===== src/rtl/dense_pkg.sv =====
// Shared defaults and state encoding for the dense-layer sequencer and its MAC datapath.
package dense_pkg;

   localparam int N_FEAT_DEF    = 40;
   localparam int N_NEUR_DEF    = 8;
   localparam int FRAC_BITS_DEF = 15;
   localparam int BIAS_BASE_DEF = N_FEAT_DEF * N_NEUR_DEF;

   typedef enum logic [2:0] {
      LOAD,
      BIAS,
      MAC,
      FIN,
      EMIT
   } state_t;

endpackage


===== src/rtl/dense_layer_sequencer_mac_unit.sv =====
// Combinational Q-format multiply-accumulate step: signed product, arithmetic
// shift, truncation to 16 bits, and a wrapping 16-bit add into the accumulator.
module mac_unit #(
   parameter int FRAC_BITS = 15
) (
   input  logic signed [15:0] feat,
   input  logic signed [15:0] weight,
   input  logic signed [15:0] acc_in,
   output logic signed [15:0] acc_out
);

   logic signed [31:0] product;
   logic signed [15:0] term;

   always_comb begin
      product = feat * weight;
      term    = 16'(product >>> FRAC_BITS);
      acc_out = acc_in + term;
   end

endmodule


===== src/rtl/dense_layer_sequencer.sv =====
// Buffers one MFCC frame, then walks every neuron through bias fetch, MAC over
// all features and result emission, tracking the argmax across the frame.
module dense_layer_sequencer
   import dense_pkg::*;
#(
   parameter int N_FEAT    = N_FEAT_DEF,
   parameter int N_NEUR    = N_NEUR_DEF,
   parameter int FRAC_BITS = FRAC_BITS_DEF,
   parameter int BIAS_BASE = BIAS_BASE_DEF
) (
   input  logic               clk,
   input  logic               rst,
   input  logic               in_valid,
   output logic               in_ready,
   input  logic signed [15:0] in_data,
   output logic               w_en,
   output logic [8:0]         w_addr,
   input  logic signed [15:0] w_data,
   output logic               out_valid,
   input  logic               out_ready,
   output logic signed [15:0] out_data,
   output logic [2:0]         out_index,
   output logic               out_last,
   output logic [2:0]         out_class,
   output logic               busy
);

   localparam int CW = $clog2(N_FEAT);

   state_t state_q, state_d;
   logic [CW-1:0] cnt_q, cnt_d;
   logic [CW-1:0] j_q, j_d;
   logic [2:0] n_q, n_d;
   logic signed [15:0] acc_q, acc_d;
   logic signed [15:0] max_q, max_d;
   logic [2:0] max_idx_q, max_idx_d;

   logic signed [15:0] feat_q [N_FEAT];

   logic in_fire, out_fire;
   logic last_feat, last_j, last_n;
   logic new_max;
   logic [CW-1:0] term_idx;
   logic signed [15:0] term_feat;
   logic signed [15:0] mac_sum;

   always_comb begin
      in_fire   = (state_q == LOAD) && in_valid;
      out_fire  = (state_q == EMIT) && out_ready;
      last_feat = cnt_q == CW'(N_FEAT - 1);
      last_j    = j_q == CW'(N_FEAT - 1);
      last_n    = n_q == 3'(N_NEUR - 1);
      new_max   = (n_q == 3'd0) || (acc_q > max_q);
      // MAC step j folds in the weight fetched for feature j-1; FIN folds in the last one.
      term_idx  = (state_q == FIN) ? CW'(N_FEAT - 1) : j_q - CW'(1);
      term_feat = feat_q[term_idx];
   end

   mac_unit #(
      .FRAC_BITS (FRAC_BITS)
   ) u_mac (
      .feat    (term_feat),
      .weight  (w_data),
      .acc_in  (acc_q),
      .acc_out (mac_sum)
   );

   always_ff @(posedge clk) begin
      if (rst) begin
         state_q   <= LOAD;
         cnt_q     <= '0;
         j_q       <= '0;
         n_q       <= '0;
         acc_q     <= '0;
         max_q     <= '0;
         max_idx_q <= '0;
      end else begin
         state_q   <= state_d;
         cnt_q     <= cnt_d;
         j_q       <= j_d;
         n_q       <= n_d;
         acc_q     <= acc_d;
         max_q     <= max_d;
         max_idx_q <= max_idx_d;
      end
   end

   always_ff @(posedge clk) begin
      if (in_fire) begin
         feat_q[cnt_q] <= in_data;
      end
   end

   always_comb begin
      state_d = state_q;
      case (state_q)
         LOAD:    if (in_fire && last_feat) state_d = BIAS;
         BIAS:    state_d = MAC;
         MAC:     if (last_j) state_d = FIN;
         FIN:     state_d = EMIT;
         EMIT:    if (out_fire) state_d = last_n ? LOAD : BIAS;
         default: state_d = LOAD;
      endcase
   end

   always_comb begin
      cnt_d     = cnt_q;
      j_d       = j_q;
      n_d       = n_q;
      acc_d     = acc_q;
      max_d     = max_q;
      max_idx_d = max_idx_q;
      case (state_q)
         LOAD: begin
            if (in_fire) begin
               cnt_d = last_feat ? '0 : cnt_q + CW'(1);
               if (last_feat) n_d = '0;
            end
         end
         BIAS: j_d = '0;
         MAC: begin
            acc_d = (j_q == '0) ? w_data : mac_sum;
            j_d   = last_j ? '0 : j_q + CW'(1);
         end
         FIN: acc_d = mac_sum;
         EMIT: begin
            if (out_fire) begin
               if (new_max) begin
                  max_d     = acc_q;
                  max_idx_d = n_q;
               end
               n_d   = last_n ? '0 : n_q + 3'd1;
               cnt_d = '0;
            end
         end
         default: ;
      endcase
   end

   always_comb begin
      in_ready  = 1'b0;
      w_en      = 1'b0;
      w_addr    = '0;
      out_valid = 1'b0;
      out_data  = '0;
      out_index = '0;
      out_last  = 1'b0;
      out_class = '0;
      busy      = state_q != LOAD;
      case (state_q)
         LOAD: in_ready = 1'b1;
         BIAS: begin
            w_en   = 1'b1;
            w_addr = 9'(BIAS_BASE + int'(n_q));
         end
         MAC: begin
            w_en   = 1'b1;
            w_addr = 9'(int'(n_q) * N_FEAT + int'(j_q));
         end
         EMIT: begin
            out_valid = 1'b1;
            out_data  = acc_q;
            out_index = n_q;
            out_last  = last_n;
            // The last neuron competes with the running max before it is registered.
            if (last_n) out_class = new_max ? n_q : max_idx_q;
         end
         default: ;
      endcase
   end

endmodule

===== config.mk =====
export PLATFORM = sky130hd
export DESIGN_NAME = dense_layer_sequencer
export DESIGN_NICKNAME = d
export VERILOG_FILES = /design/src/rtl/dense_pkg.sv /design/src/rtl/dense_layer_sequencer_mac_unit.sv /design/src/rtl/dense_layer_sequencer.sv
export SDC_FILE = /design/constraint.sdc
export NUM_CORES = 2
export LEC_CHECK = 0
export CAP_MARGIN = 20
export CORE_MARGIN = 4
export CORE_UTILIZATION = 60
export CTS_CLUSTER_SIZE = 28
export DETAILED_ROUTE_END_ITERATION = 10
export PLACE_DENSITY = 0.77
export SLEW_MARGIN = 15
export SYNTH_ARGS = -nofsm -noshare
export SYNTH_HDL_FRONTEND = slang
export SYNTH_SLANG_ARGS = --single-unit
export TNS_END_PERCENT = 50

===== constraint.sdc =====
create_clock -name clk -period 25.4 [get_ports clk]
set_input_delay 5.08 -clock clk [delete_from_list [all_inputs] [get_ports clk]]
set_output_delay 5.08 -clock clk [all_outputs]
set_load 0.01 [all_outputs]

==> impl_results.md <==
* Clock sink count at 693
* Post-Synthesis Net Count at 3,462
* Critical Path Source Type: flop
* Filler Cells Inserted at 4,461
* Detailed-route wire length at 100,000 um
* Maximum clock frequency at 74.0 MHz
* Number of failing setup endpoints in the final timing report at 0
* Cts-stage hold buffer count at 0
* Critical path data required time at 25.85 ns
* Crit path DAT at 13.96 ns
* Critical setup path kind: flop to flop
* Initial antenna violation count at 2
* Setup TNS after final layout at 0 ns
* Maximum level of the CTS H-tree at 3
* Summed instance area of the synthesized netlist at 38,800 um2
* Most frequent standard cell in the layout excluding fill and tap cells: edfxtp_1
* Port Buffers at 71
* Arithmetic-cell share of the synthesized area counting full adders, half adders and majority gates at 17.2%
* Headroom to the max-slew limit at 20.7%
* First drt pass iteration count at 6
* Post-synthesis cell count at 3,045
* CP Buf/Inv Count at 7
* Top cell family by delay on the critical path: compound AO/OA/AOI/OAI gates
* Final Net Count at 3,513
* Standard cell core area at 64,200 um2
* Maximum fanout along the worst path at 73
* Shortest clock period the worst path allows after layout at 13.51 ns
* Kind of capture point of the worst setup path: flop
* Worst min path class: flop to flop
* Slowest-stage cell, CP: dfxtp_4
* Slew Viols, Final at 0
* Overall die width at 262 um
* Vias per cell at 6.32
* Max capacitance violation total at 0
* Sequential cell area fraction in the yosys report at 52.2%
* Number of distinct library cell variants in the gate-level netlist after synthesis at 80
* HPWL reported at the end of detailed placement at 63,700 um
* Largest family of logic cells by synthesized area: adder cells
* Die Span Y at 262 um
* Share of async-settable or async-resettable flops after synthesis at 0%
* Setup Buffers After CTS at 0
* Routed len/inst at 25.1 um
* Cell row count at 93
* TritonCTS clock tree: done
* Via count of the first global-routing pass at 26,700
* Area share of xor/xnor cells in the synthesized design at 1.30%
* Post-Synth Simple-Gate Area at 10.5%
* Clock tree buffer depth at 3
* Remaining DRCs at 0
* Number of storage elements in the synthesis netlist at 693
* Status: complete, no violations
* Clock root cell: clkbuf_16
* GRT Residual Overflow at 0
* Top Ports at 72
* Number of violations reported at the end of detailed-routing iteration 0 at 2,714
* Setup repair after global routing missed its margin: false
* Longest individual stage delay on the worst path at 1.01 ns
* Die Area at 68,900 um2
* Number of synthesized flops with an enable pin at 640
* Predominant post-synthesis flop cell: edfxtp_1
* Largest net degree at the start of global routing at 74
* Total via count after detailed routing at 25,300
* CTS resizes at 0
* Clk slew on worst S/H paths at 0.06 ns
* Initial Utilization at 60.5%
* Layout cells sized above 1 at 9.35%
* Post-route clock skew at 0.0273 ns
* Compound-cell area share of the yosys netlist at 8.52%
* Post-DRT Antenna Nets at 0
* Top library cells by usage in the layout, fill and taps aside: edfxtp_1 (640), inv_1 (329), nand2_1 (287), fa_1 (257), and2_1 (140)
* Total CTS buffers at 71
* First-pass GRT wire length at 155,000 um
* Area growth from synthesis to final layout at 10.5%
* Insertion delay to the later sink of the worst-skew pair at 0.61 ns
* Yosys Warn Count at 0
* Global router's overall resource usage at 29.1%
* Number of hold-slack violations in the final timing report at 0
* Share of cell area taken by muxes after synthesis at 5.04%
* Worst-margin pin slew at 1.19 ns
* Post-route clock period utilization at 53.2%
* Routability congestion estimate at 0.932
* Syn_area_per_cell at 12.8 um2
[worst paths after layout]
check | startpoint | endpoint | slack [ns] | cells past startpoint
max | j_q[0] | acc_q[14] | 11.89 | 46
min | max_q[1] | max_q[1] | 0.50 | 2
max reg2reg | j_q[0] | acc_q[14] | 11.89 | 46
min reg2reg | max_q[1] | max_q[1] | 0.50 | 2
[tightest hold or removal path, delay by kind of cell, from the launching register on]
| kind | cells | cell delay, ns |
|---|---|---|
| and+or+nand+nor | 1 | 0.07 |
| muxes | 1 | 0.07 |
| DFF | 1 | 0.33 |
[layout make-up]
type	instances	area (um2)	share of cell area, %
antenna	1	2.50	0.00583
inverter	330	1240	2.89
timing repair buffer	153	1330	3.09
clock buffer	85	1910	4.46
sequential	693	20300	47.2
multi-input combinational	1847	16600	38.8
tap	855	1070	2.49
clock inverter	36	450	1.05
[sequential cells by signal, indices dropped and copies added, names as in the netlist]
register / count
cnt_q: 6
feat_q: 640
n_q: 3
max_q: 16
j_q: 6
max_idx_q: 3
state_q: 3
acc_q: 16
[Yosys cell counts (8+ instances only)]
| cell | count | share of area (%) |
|---|---|---|
| a221oi_1 | 48 | 1.1 |
| xor2_1 | 17 | 0.38 |
| buf_4 | 10 | 0.19 |
| nor3_1 | 58 | 0.75 |
| o2111ai_1 | 12 | 0.27 |
| a21o_1 | 15 | 0.29 |
| and3_1 | 41 | 0.66 |
| nor2b_1 | 45 | 0.72 |
| o22a_1 | 18 | 0.41 |
| mux2i_1 | 55 | 1.4 |
| nand2_1 | 289 | 2.8 |
| o21bai_1 | 9 | 0.17 |
| a31oi_1 | 30 | 0.48 |
| o211ai_1 | 22 | 0.43 |
| a211oi_1 | 63 | 1.2 |
| o221ai_1 | 9 | 0.20 |
| clkbuf_1 | 86 | 0.83 |
| nor2_1 | 138 | 1.3 |
| nand2b_1 | 30 | 0.48 |
| nand3_1 | 32 | 0.41 |
| mux4_2 | 59 | 3.4 |
| or3_1 | 12 | 0.19 |
| o21ai_0 | 42 | 0.54 |
| buf_1 | 12 | 0.12 |
| dfxtp_1 | 53 | 2.7 |
| inv_1 | 329 | 3.2 |
| a311o_1 | 8 | 0.21 |
| xnor2_1 | 37 | 0.83 |
| nand4_1 | 12 | 0.19 |
| fa_1 | 257 | 13 |
| buf_2 | 67 | 0.86 |
| and2_1 | 141 | 2.3 |
| a311oi_1 | 23 | 0.52 |
| edfxtp_1 | 640 | 49 |
| a21oi_1 | 85 | 1.1 |
| ha_1 | 124 | 4.0 |
| o22ai_1 | 20 | 0.32 |
[cells by family (layout without fill, tap and decap cells)]
kind of cell,count (synthesis),after routing
adders and majority gates,381,381
muxes,121,121
xor gates and xnor gates,56,56
and+or+nand+nor,831,831
other,0,1
AOI/OAI and AO/OA,458,458
buffers and inverters,505,604
DFF,693,693
[stage by stage]
step | hold WS (ns) | cells | setup WS (ns) | utilization (%) | area [um2]
5_1_grt | 0.528 | 3999 | 11.10 | 66.8 | 42900
3_3_place_gp | 0.476 | 3877 | 11.77 | 63.1 | 40600
2_1_floorplan | 0.464 | 3045 | 13.27 | - | 38800
4_1_cts | 0.504 | 3999 | 12.04 | 66.8 | 42900
6_report | 0.503 | 4000 | 11.89 | 66.8 | 42900
3_5_place_dp | 0.488 | 3878 | 11.66 | 63.2 | 40600
[layer usage]
metal / vias up / share of wire (%) / track usage (%)
li1: 10900 / - / -
met1: 12700 / 37 / 38.3
met2: 1350 / 49 / 48.4
met3: 304 / 9.1 / 4.58
met4: 0 / 4.7 / 13.0
met5: - / 0 / 0
Power is not shown: default switching activity piles up to over one toggle a cycle in this logic, so the estimate is an artifact.
